==> config.mk <==
export PLATFORM = sky130hd
export DESIGN_NAME = lsu_ctrl_flat
export DESIGN_NICKNAME = d
export VERILOG_FILES = /design/src/rtl/lsu_ctrl_pkg.sv /design/src/rtl/lsu_ctrl_if.sv /design/src/rtl/lsu_align.sv /design/src/rtl/lsu_ctrl.sv /design/src/flat_wrapper.sv
export SDC_FILE = /design/constraint.sdc
export NUM_CORES = 1
export LEC_CHECK = 0
export CAP_MARGIN = 10
export CORE_MARGIN = 10
export CORE_UTILIZATION = 47
export CTS_CLUSTER_SIZE = 25
export DETAILED_ROUTE_END_ITERATION = 8
export GPL_TIMING_DRIVEN = 0
export PLACE_DENSITY = 0.8
export SLEW_MARGIN = 20
export SYNTH_ARGS = -nofsm -noshare
export SYNTH_HDL_FRONTEND = slang
export SYNTH_HIERARCHICAL = 1
export SYNTH_SLANG_ARGS = --single-unit
export TNS_END_PERCENT = 100
==> constraint.sdc <==
create_clock -name i_CLK -period 4.22 [get_ports i_CLK]
set_clock_uncertainty 0.15 [all_clocks]
set_input_delay 0.422 -clock i_CLK [delete_from_list [all_inputs] [get_ports i_CLK]]
set_output_delay 0.422 -clock i_CLK [all_outputs]
set_load 0.01 [all_outputs]
==> src/rtl/lsu_ctrl_pkg.sv <==
// Shared encodings for the load/store unit: access sizes, error codes and
// FSM states, plus the alignment rule used at request acceptance.
package lsu_ctrl_pkg;

    typedef enum logic [1:0] {
        HB_BYTE  = 2'b00,
        HB_HALF  = 2'b01,
        HB_WORD  = 2'b10,
        HB_DWORD = 2'b11
    } hb_e;

    typedef enum logic [1:0] {
        ERR_OK       = 2'b00,
        ERR_MISALIGN = 2'b01,
        ERR_TIMEOUT  = 2'b10,
        ERR_ILLEGAL  = 2'b11
    } err_e;

    typedef enum logic [1:0] {
        S_IDLE   = 2'b00,
        S_REQ    = 2'b01,
        S_ACCESS = 2'b10,
        S_DONE   = 2'b11
    } state_e;

    // Natural alignment: address modulo access size must be zero.
    function automatic logic is_misaligned(input logic [2:0] lo, input hb_e hb);
        logic mis;
        case (hb)
            HB_BYTE: mis = 1'b0;
            HB_HALF: mis = lo[0];
            HB_WORD: mis = |lo[1:0];
            default: mis = |lo;
        endcase
        return mis;
    endfunction

endpackage

==> src/rtl/lsu_ctrl_if.sv <==
// Core-side request/response and system-bus signals of the load/store unit.
interface lsu_ctrl_if #(
    parameter int DATA_W = 32,
    parameter int ADDR_W = 32
);
    logic                  i_VALID;
    logic [DATA_W-1:0]     i_WDATA;
    logic [ADDR_W-1:0]     i_ADDR;
    logic                  i_WE;
    logic                  i_RE;
    logic [1:0]            i_HB;
    logic                  i_ULOAD;
    logic [DATA_W-1:0]     o_RDATA;
    logic                  o_BUSY;
    logic                  o_DONE;
    logic [1:0]            o_ERR;
    logic [DATA_W-1:0]     i_BUS_RDATA;
    logic [DATA_W-1:0]     o_BUS_WDATA;
    logic [ADDR_W-1:0]     o_BUS_ADDR;
    logic [DATA_W/8-1:0]   o_BUS_BE;
    logic                  o_BUS_WE;
    logic                  o_BUS_RE;
    logic                  o_BUS_REQ;
    logic                  i_BUS_GNT;
    logic                  i_BUS_ACK;

    modport slave (
        input  i_VALID, i_WDATA, i_ADDR, i_WE, i_RE, i_HB, i_ULOAD,
        input  i_BUS_RDATA, i_BUS_GNT, i_BUS_ACK,
        output o_RDATA, o_BUSY, o_DONE, o_ERR,
        output o_BUS_WDATA, o_BUS_ADDR, o_BUS_BE, o_BUS_WE, o_BUS_RE, o_BUS_REQ
    );

    modport master (
        output i_VALID, i_WDATA, i_ADDR, i_WE, i_RE, i_HB, i_ULOAD,
        output i_BUS_RDATA, i_BUS_GNT, i_BUS_ACK,
        input  o_RDATA, o_BUSY, o_DONE, o_ERR,
        input  o_BUS_WDATA, o_BUS_ADDR, o_BUS_BE, o_BUS_WE, o_BUS_RE, o_BUS_REQ
    );
endinterface

==> src/rtl/lsu_align.sv <==
// Byte-lane steering: byte enables and store replication toward the bus,
// lane extraction and sign/zero extension of load data coming back.
module lsu_align
    import lsu_ctrl_pkg::*;
#(
    parameter int DATA_W = 32,
    localparam int NB     = DATA_W / 8,
    localparam int LANE_W = $clog2(NB)
) (
    input  logic [LANE_W-1:0] lane,
    input  hb_e               hb,
    input  logic              uload,
    input  logic [DATA_W-1:0] wdata,
    input  logic [DATA_W-1:0] bus_rdata,
    output logic [NB-1:0]     be,
    output logic [DATA_W-1:0] wdata_rep,
    output logic [DATA_W-1:0] rdata_ext
);

    logic [DATA_W-1:0] shifted;

    // Park the field at the top, then shift back down arithmetically or logically.
    function automatic logic [DATA_W-1:0] extend(input logic [DATA_W-1:0] v,
                                                 input int sz, input logic zext);
        logic signed [DATA_W-1:0] t;
        t = $signed(v << (DATA_W - sz));
        if (zext)
            return $unsigned(t) >> (DATA_W - sz);
        else
            return $unsigned(t >>> (DATA_W - sz));
    endfunction

    always_comb begin
        shifted   = bus_rdata >> {lane, 3'b000};
        be        = '1;
        wdata_rep = wdata;
        rdata_ext = shifted;
        case (hb)
            HB_BYTE: begin
                be        = NB'(1) << lane;
                wdata_rep = {NB{wdata[7:0]}};
                rdata_ext = extend(shifted, 8, uload);
            end
            HB_HALF: begin
                be        = NB'(2'b11) << lane;
                wdata_rep = {(NB/2){wdata[15:0]}};
                rdata_ext = extend(shifted, 16, uload);
            end
            HB_WORD: begin
                be        = NB'(4'hF) << lane;
                wdata_rep = {(NB/4){wdata[31:0]}};
                rdata_ext = extend(shifted, 32, uload);
            end
            default: begin
                be        = '1;
                wdata_rep = wdata;
                rdata_ext = shifted;
            end
        endcase
    end

endmodule

==> src/rtl/lsu_ctrl.sv <==
// Load/store unit: accepts one core request, checks legality, runs a
// REQ/GNT/ACK bus transfer with timeout and returns a one-cycle completion.
module lsu_ctrl
    import lsu_ctrl_pkg::*;
#(
    parameter int          DATA_W  = 32,
    parameter int          ADDR_W  = 32,
    parameter int unsigned TIMEOUT = 255
) (
    input logic        i_CLK,
    input logic        i_RST,
    lsu_ctrl_if.slave  bus
);

    localparam int NB     = DATA_W / 8;
    localparam int LANE_W = $clog2(NB);
    localparam int CNT_W  = (TIMEOUT < 2) ? 1 : $clog2(TIMEOUT + 1);
    localparam logic [CNT_W-1:0] TO_LAST = CNT_W'((TIMEOUT == 0) ? 0 : TIMEOUT - 1);

    state_e             state_q, state_d;
    logic [CNT_W-1:0]   cnt_q, cnt_d;
    logic [ADDR_W-1:0]  addr_q, addr_d;
    logic [DATA_W-1:0]  wdata_q, wdata_d;
    logic               we_q, we_d;
    logic               re_q, re_d;
    hb_e                hb_q, hb_d;
    logic               uload_q, uload_d;
    err_e               err_q, err_d;
    logic [DATA_W-1:0]  rdata_q, rdata_d;

    hb_e                hb_in;
    logic               accept, illegal_req, misaligned_req, legal_accept;
    logic               active, timeout_hit;
    logic [NB-1:0]      be_w;
    logic [DATA_W-1:0]  wrep_w, rext_w;

    assign hb_in          = hb_e'(bus.i_HB);
    assign accept         = (state_q == S_IDLE) & bus.i_VALID & (bus.i_WE | bus.i_RE);
    assign illegal_req    = (bus.i_WE & bus.i_RE) | ((hb_in == HB_DWORD) && (DATA_W == 32));
    assign misaligned_req = is_misaligned(bus.i_ADDR[2:0], hb_in);
    assign legal_accept   = accept & ~illegal_req & ~misaligned_req;
    assign active         = (state_q == S_REQ) || (state_q == S_ACCESS);
    assign timeout_hit    = (TIMEOUT != 0) && (cnt_q == TO_LAST);

    lsu_align #(.DATA_W(DATA_W)) u_align (
        .lane      (addr_q[LANE_W-1:0]),
        .hb        (hb_q),
        .uload     (uload_q),
        .wdata     (wdata_q),
        .bus_rdata (bus.i_BUS_RDATA),
        .be        (be_w),
        .wdata_rep (wrep_w),
        .rdata_ext (rext_w)
    );

    always_ff @(posedge i_CLK or posedge i_RST) begin
        if (i_RST) begin
            state_q <= S_IDLE;
            cnt_q   <= '0;
            addr_q  <= '0;
            wdata_q <= '0;
            we_q    <= 1'b0;
            re_q    <= 1'b0;
            hb_q    <= HB_BYTE;
            uload_q <= 1'b0;
            err_q   <= ERR_OK;
            rdata_q <= '0;
        end else begin
            state_q <= state_d;
            cnt_q   <= cnt_d;
            addr_q  <= addr_d;
            wdata_q <= wdata_d;
            we_q    <= we_d;
            re_q    <= re_d;
            hb_q    <= hb_d;
            uload_q <= uload_d;
            err_q   <= err_d;
            rdata_q <= rdata_d;
        end
    end

    always_comb begin
        state_d = state_q;
        cnt_d   = cnt_q;
        addr_d  = addr_q;
        wdata_d = wdata_q;
        we_d    = we_q;
        re_d    = re_q;
        hb_d    = hb_q;
        uload_d = uload_q;
        err_d   = err_q;
        rdata_d = rdata_q;
        case (state_q)
            S_IDLE: begin
                if (accept) begin
                    cnt_d = '0;
                    if (illegal_req) begin
                        err_d   = ERR_ILLEGAL;
                        state_d = S_DONE;
                    end else if (misaligned_req) begin
                        err_d   = ERR_MISALIGN;
                        state_d = S_DONE;
                    end else begin
                        addr_d  = bus.i_ADDR;
                        wdata_d = bus.i_WDATA;
                        we_d    = bus.i_WE;
                        re_d    = bus.i_RE;
                        hb_d    = hb_in;
                        uload_d = bus.i_ULOAD;
                        err_d   = ERR_OK;
                        state_d = S_REQ;
                    end
                end
            end
            S_REQ: begin
                cnt_d = cnt_q + CNT_W'(1);
                if (timeout_hit) begin
                    err_d   = ERR_TIMEOUT;
                    state_d = S_DONE;
                end else if (bus.i_BUS_GNT) begin
                    state_d = S_ACCESS;
                end
            end
            S_ACCESS: begin
                cnt_d = cnt_q + CNT_W'(1);
                // ACK takes priority over a timeout landing in the same cycle.
                if (bus.i_BUS_ACK) begin
                    if (re_q)
                        rdata_d = rext_w;
                    state_d = S_DONE;
                end else if (timeout_hit) begin
                    err_d   = ERR_TIMEOUT;
                    state_d = S_DONE;
                end
            end
            default: state_d = S_IDLE;
        endcase
    end

    always_comb begin
        bus.o_RDATA     = rdata_q;
        bus.o_BUSY      = legal_accept | active;
        bus.o_DONE      = (state_q == S_DONE);
        bus.o_ERR       = (state_q == S_DONE) ? err_q : ERR_OK;
        bus.o_BUS_REQ   = active;
        bus.o_BUS_WE    = active & we_q;
        bus.o_BUS_RE    = active & re_q;
        bus.o_BUS_BE    = active ? be_w : '0;
        bus.o_BUS_WDATA = active ? wrep_w : '0;
        bus.o_BUS_ADDR  = active ? {addr_q[ADDR_W-1:LANE_W], {LANE_W{1'b0}}} : '0;
    end

endmodule

==> src/flat_wrapper.sv <==
// flat-port wrapper written by rule: the top's interface ports become plain ports
module lsu_ctrl_flat import lsu_ctrl_pkg::*;
#(
    parameter int          DATA_W  = 32,
    parameter int          ADDR_W  = 32,
    parameter int unsigned TIMEOUT = 255
)
  (i_CLK, i_RST, bus_i_VALID, bus_i_WDATA, bus_i_ADDR, bus_i_WE, bus_i_RE, bus_i_HB, bus_i_ULOAD, bus_i_BUS_RDATA, bus_i_BUS_GNT, bus_i_BUS_ACK, bus_o_RDATA, bus_o_BUSY, bus_o_DONE, bus_o_ERR, bus_o_BUS_WDATA, bus_o_BUS_ADDR, bus_o_BUS_BE, bus_o_BUS_WE, bus_o_BUS_RE, bus_o_BUS_REQ);
  lsu_ctrl_if #(.DATA_W(DATA_W), .ADDR_W(ADDR_W)) bus_i ();
  input logic i_CLK;
  input logic i_RST;
  input wire logic [$bits(bus_i.i_VALID)-1:0] bus_i_VALID;
  input wire logic [$bits(bus_i.i_WDATA)-1:0] bus_i_WDATA;
  input wire logic [$bits(bus_i.i_ADDR)-1:0] bus_i_ADDR;
  input wire logic [$bits(bus_i.i_WE)-1:0] bus_i_WE;
  input wire logic [$bits(bus_i.i_RE)-1:0] bus_i_RE;
  input wire logic [$bits(bus_i.i_HB)-1:0] bus_i_HB;
  input wire logic [$bits(bus_i.i_ULOAD)-1:0] bus_i_ULOAD;
  input wire logic [$bits(bus_i.i_BUS_RDATA)-1:0] bus_i_BUS_RDATA;
  input wire logic [$bits(bus_i.i_BUS_GNT)-1:0] bus_i_BUS_GNT;
  input wire logic [$bits(bus_i.i_BUS_ACK)-1:0] bus_i_BUS_ACK;
  output wire logic [$bits(bus_i.o_RDATA)-1:0] bus_o_RDATA;
  output wire logic [$bits(bus_i.o_BUSY)-1:0] bus_o_BUSY;
  output wire logic [$bits(bus_i.o_DONE)-1:0] bus_o_DONE;
  output wire logic [$bits(bus_i.o_ERR)-1:0] bus_o_ERR;
  output wire logic [$bits(bus_i.o_BUS_WDATA)-1:0] bus_o_BUS_WDATA;
  output wire logic [$bits(bus_i.o_BUS_ADDR)-1:0] bus_o_BUS_ADDR;
  output wire logic [$bits(bus_i.o_BUS_BE)-1:0] bus_o_BUS_BE;
  output wire logic [$bits(bus_i.o_BUS_WE)-1:0] bus_o_BUS_WE;
  output wire logic [$bits(bus_i.o_BUS_RE)-1:0] bus_o_BUS_RE;
  output wire logic [$bits(bus_i.o_BUS_REQ)-1:0] bus_o_BUS_REQ;
  assign bus_i.i_VALID = bus_i_VALID;
  assign bus_i.i_WDATA = bus_i_WDATA;
  assign bus_i.i_ADDR = bus_i_ADDR;
  assign bus_i.i_WE = bus_i_WE;
  assign bus_i.i_RE = bus_i_RE;
  assign bus_i.i_HB = bus_i_HB;
  assign bus_i.i_ULOAD = bus_i_ULOAD;
  assign bus_i.i_BUS_RDATA = bus_i_BUS_RDATA;
  assign bus_i.i_BUS_GNT = bus_i_BUS_GNT;
  assign bus_i.i_BUS_ACK = bus_i_BUS_ACK;
  assign bus_o_RDATA = bus_i.o_RDATA;
  assign bus_o_BUSY = bus_i.o_BUSY;
  assign bus_o_DONE = bus_i.o_DONE;
  assign bus_o_ERR = bus_i.o_ERR;
  assign bus_o_BUS_WDATA = bus_i.o_BUS_WDATA;
  assign bus_o_BUS_ADDR = bus_i.o_BUS_ADDR;
  assign bus_o_BUS_BE = bus_i.o_BUS_BE;
  assign bus_o_BUS_WE = bus_i.o_BUS_WE;
  assign bus_o_BUS_RE = bus_i.o_BUS_RE;
  assign bus_o_BUS_REQ = bus_i.o_BUS_REQ;
  lsu_ctrl #(.DATA_W(DATA_W), .ADDR_W(ADDR_W), .TIMEOUT(TIMEOUT)) u_core (.i_CLK(i_CLK), .i_RST(i_RST), .bus(bus_i));
endmodule
==> metrics.txt <==
Pins Over Slew Limit=0; number of library cell types mapped by synthesis=44; largest net degree at the start of global routing=just over 70; met1 wire length=7910 um; row cnt=43; Die W=about 140 um; Fin Hold WS=0.322 ns; DR top layer=met4; CTS tree=done; TritonRoute pass-1 iters=5; VDD IR max=0.547 mV; mean post-synth cell area=around 12 um^2; fin crit share=0.930; Max-Cap Viols=0; Worst setup EP type=output port; most common cell after layout, fill and taps aside=clkdlybuf4s50_1; initial DRC count=330; clock latency at the later pin of the worst-skew pair=0.41 ns; CP required=3.65 ns; Post-synth ARST share=1.00; sequential fraction of the synthesis area=0.433; grt ovf=0; routed length on met3=1700 um; # IOs=213; DP Cell Count=roughly 950; setup violators final=0; Yosys reg bits=113; Hold Vio Cnt, Final=0; commonest cells after routing, fill and taps aside=clkdlybuf4s50_1, dfrtp_1, and2_1, mux2_4, mux2_2; Die Span Y=138 um; warnings from Yosys=6; Place WS=0.794 ns; Post-CTS Setup Inserts=0; placed cell area=8880 um^2; top_reg_cell synth=dfrtp_1; Starting Density=0.476; post-detail-place hpwl=15300 um; fillers=between 1000 and 1500; Mapped Area=6530 um^2; Crit Path Category=flop to output port; initial antenna violation count=0; post-layout min period=3.92 ns; Reg clk slew, reported paths=0.05 ns; Slew HR=0.338; gr usage total=0.212; WL met2=10100 um; post-CTS resize count=0; via count=approximately 5200; remaining antenna violation count=0; number of port buffers=210; Syn Inst Count=557; Post-CTS Hold Buffers=0; clock buffer depth=2; post-route setup slack=~0.3 ns; cell area power density=857 nW/um^2; final cell area excluding filler cells=about 9500 um^2; Util after Layout=0.691; Avg WL per Cell=between 20 and 25 um; drc violations=0; Inserted Clock Buffers=17; layout cell share with drive strength beyond 1=0.240; DR vias/cell=around 5.3; vias in the first global route=5673; # H-tree levels=4; P&R area growth vs syn=45.2%; CP Launch Type=flop; Slew @ Worst Pin=0.986 ns; RSZ-0062 raised after global routing=false; Final Wtd Congestion=0.946; first-pass GRT wire length=31100 um; Die ar.=about 19000 um^2; WL final=20200 um; Final nets=904; core area=13700 um^2; CP Max Fanout=10; FMAX=255 MHz; Leak=4.36 nW; WP data arrival=3.35 ns; TritonCTS Sinks=113; Hold Crit Class=input port to asynchronous set/reset pin; Final Instance Count excl. Fillers=roughly 1000; CTS Root Cell=clkbuf_16; Post-synth EDFFs=0; status=finished, final reports clean
stage by stage:
step	setup TNS (ns)	total power [mW]
final	0	8.12
after global routing	0	8.60
after detailed placement	0	6.68
after CTS	0	8.16
after global placement	-104.86	6.54
after floorplan	0	4.55
layout make-up:
type	instances	area, um^2	area share
plain buffers	44	313	0.0330
diodes	1	2.50	0.000264
multi-input cells	389	3350	0.353
clock inverters	14	168	0.0177
repair buffers	211	2120	0.224
inverters	12	50.0	0.00528
well taps	180	225	0.0238
flip-flops and latches	113	2830	0.298
clock buffers	17	425	0.0449
cells by family (layout without fill, tap and decap cells):
group,after synthesis,in the layout,synth area share
flops,113,113,0.433
simple gates,169,169,0.138
mux,135,135,0.269
fa+ha+maj,10,10,0.0192
other cells,1,3,0.000574
buf+inv,56,298,0.0548
xor+xnor,6,6,0.00805
compound gates,67,67,0.0770
cell usage after synthesis (all sizes together), types with 2 or more instances:
cell type | number | area share
a211oi | 3 | 0.0034
a21oi | 6 | 0.0046
a22o | 9 | 0.012
a22oi | 9 | 0.010
a2bb2oi | 7 | 0.0094
a32oi | 3 | 0.0063
and2 | 69 | 0.066
buf | 32 | 0.041
clkbuf | 12 | 0.0069
dfrtp | 113 | 0.43
ha | 10 | 0.019
inv | 12 | 0.0069
mux2 | 119 | 0.24
mux2i | 16 | 0.025
nand2 | 46 | 0.026
nand2b | 3 | 0.0029
nand3 | 24 | 0.019
nor2 | 15 | 0.0086
nor2b | 3 | 0.0029
nor3 | 2 | 0.0023
nor3b | 2 | 0.0023
o2111ai | 2 | 0.0054
o211ai | 2 | 0.0031
o21ai | 20 | 0.015
o21bai | 2 | 0.0023
xnor2 | 6 | 0.0080
where the power goes:
part	switching, mW	internal (mW)
registers	0.424	1.61
clock network	0.507	0.920
logic	2.03	2.62
worst max-delay path, cell delays in order (launching register included):
cell and delay, ns:
dfrtp_1 0.40, clkbuf_1 0.47, inv_1 0.14, ha_1 0.31
clkbuf_1 0.29, nor2_1 0.42, nand2_1 0.11, nand2_1 0.08
and2_1 0.13, clkdlybuf4s50_1 0.59
routing by layer:
metal | GRT usage | up-vias
li1 | - | 2395
met1 | 0.248 | 2552
met2 | 0.352 | 254
met3 | 0.0670 | 40
met4 | 0.0869 | 0
met5 | 0 | -
sequential cells by signal, indices dropped and copies added, names as in the netlist:
| name | cells |
|---|---|
| u_core/addr_q | 32 |
| u_core/bus.o_RDATA | 32 |
| u_core/wdata_q | 32 |
| u_core/cnt_q | 8 |
| u_core/err_q | 2 |
| u_core/hb_q | 2 |
| u_core/state_q | 2 |
| u_core/re_q | 1 |
| u_core/uload_q | 1 |
| u_core/we_q | 1 |
worst paths after layout:
kind	slack (ns)	cells after the start	end	startpoint
setup / recovery	0.30	9	bus_o_BUS_WDATA[31]	u_core/hb_q[1]
hold / removal	0.32	2	u_core/addr_q[17]	i_RST
setup reg to reg	1.22	7	u_core/bus.o_RDATA[11]	u_core/hb_q[1]
hold reg to reg	0.32	2	u_core/we_q	u_core/we_q
max in group asynchronous	2.93	3	u_core/wdata_q[2]	i_RST
min in group i_CLK	0.32	2	u_core/we_q	u_core/we_q
Note: power is estimated with default switching activity, not from simulation.
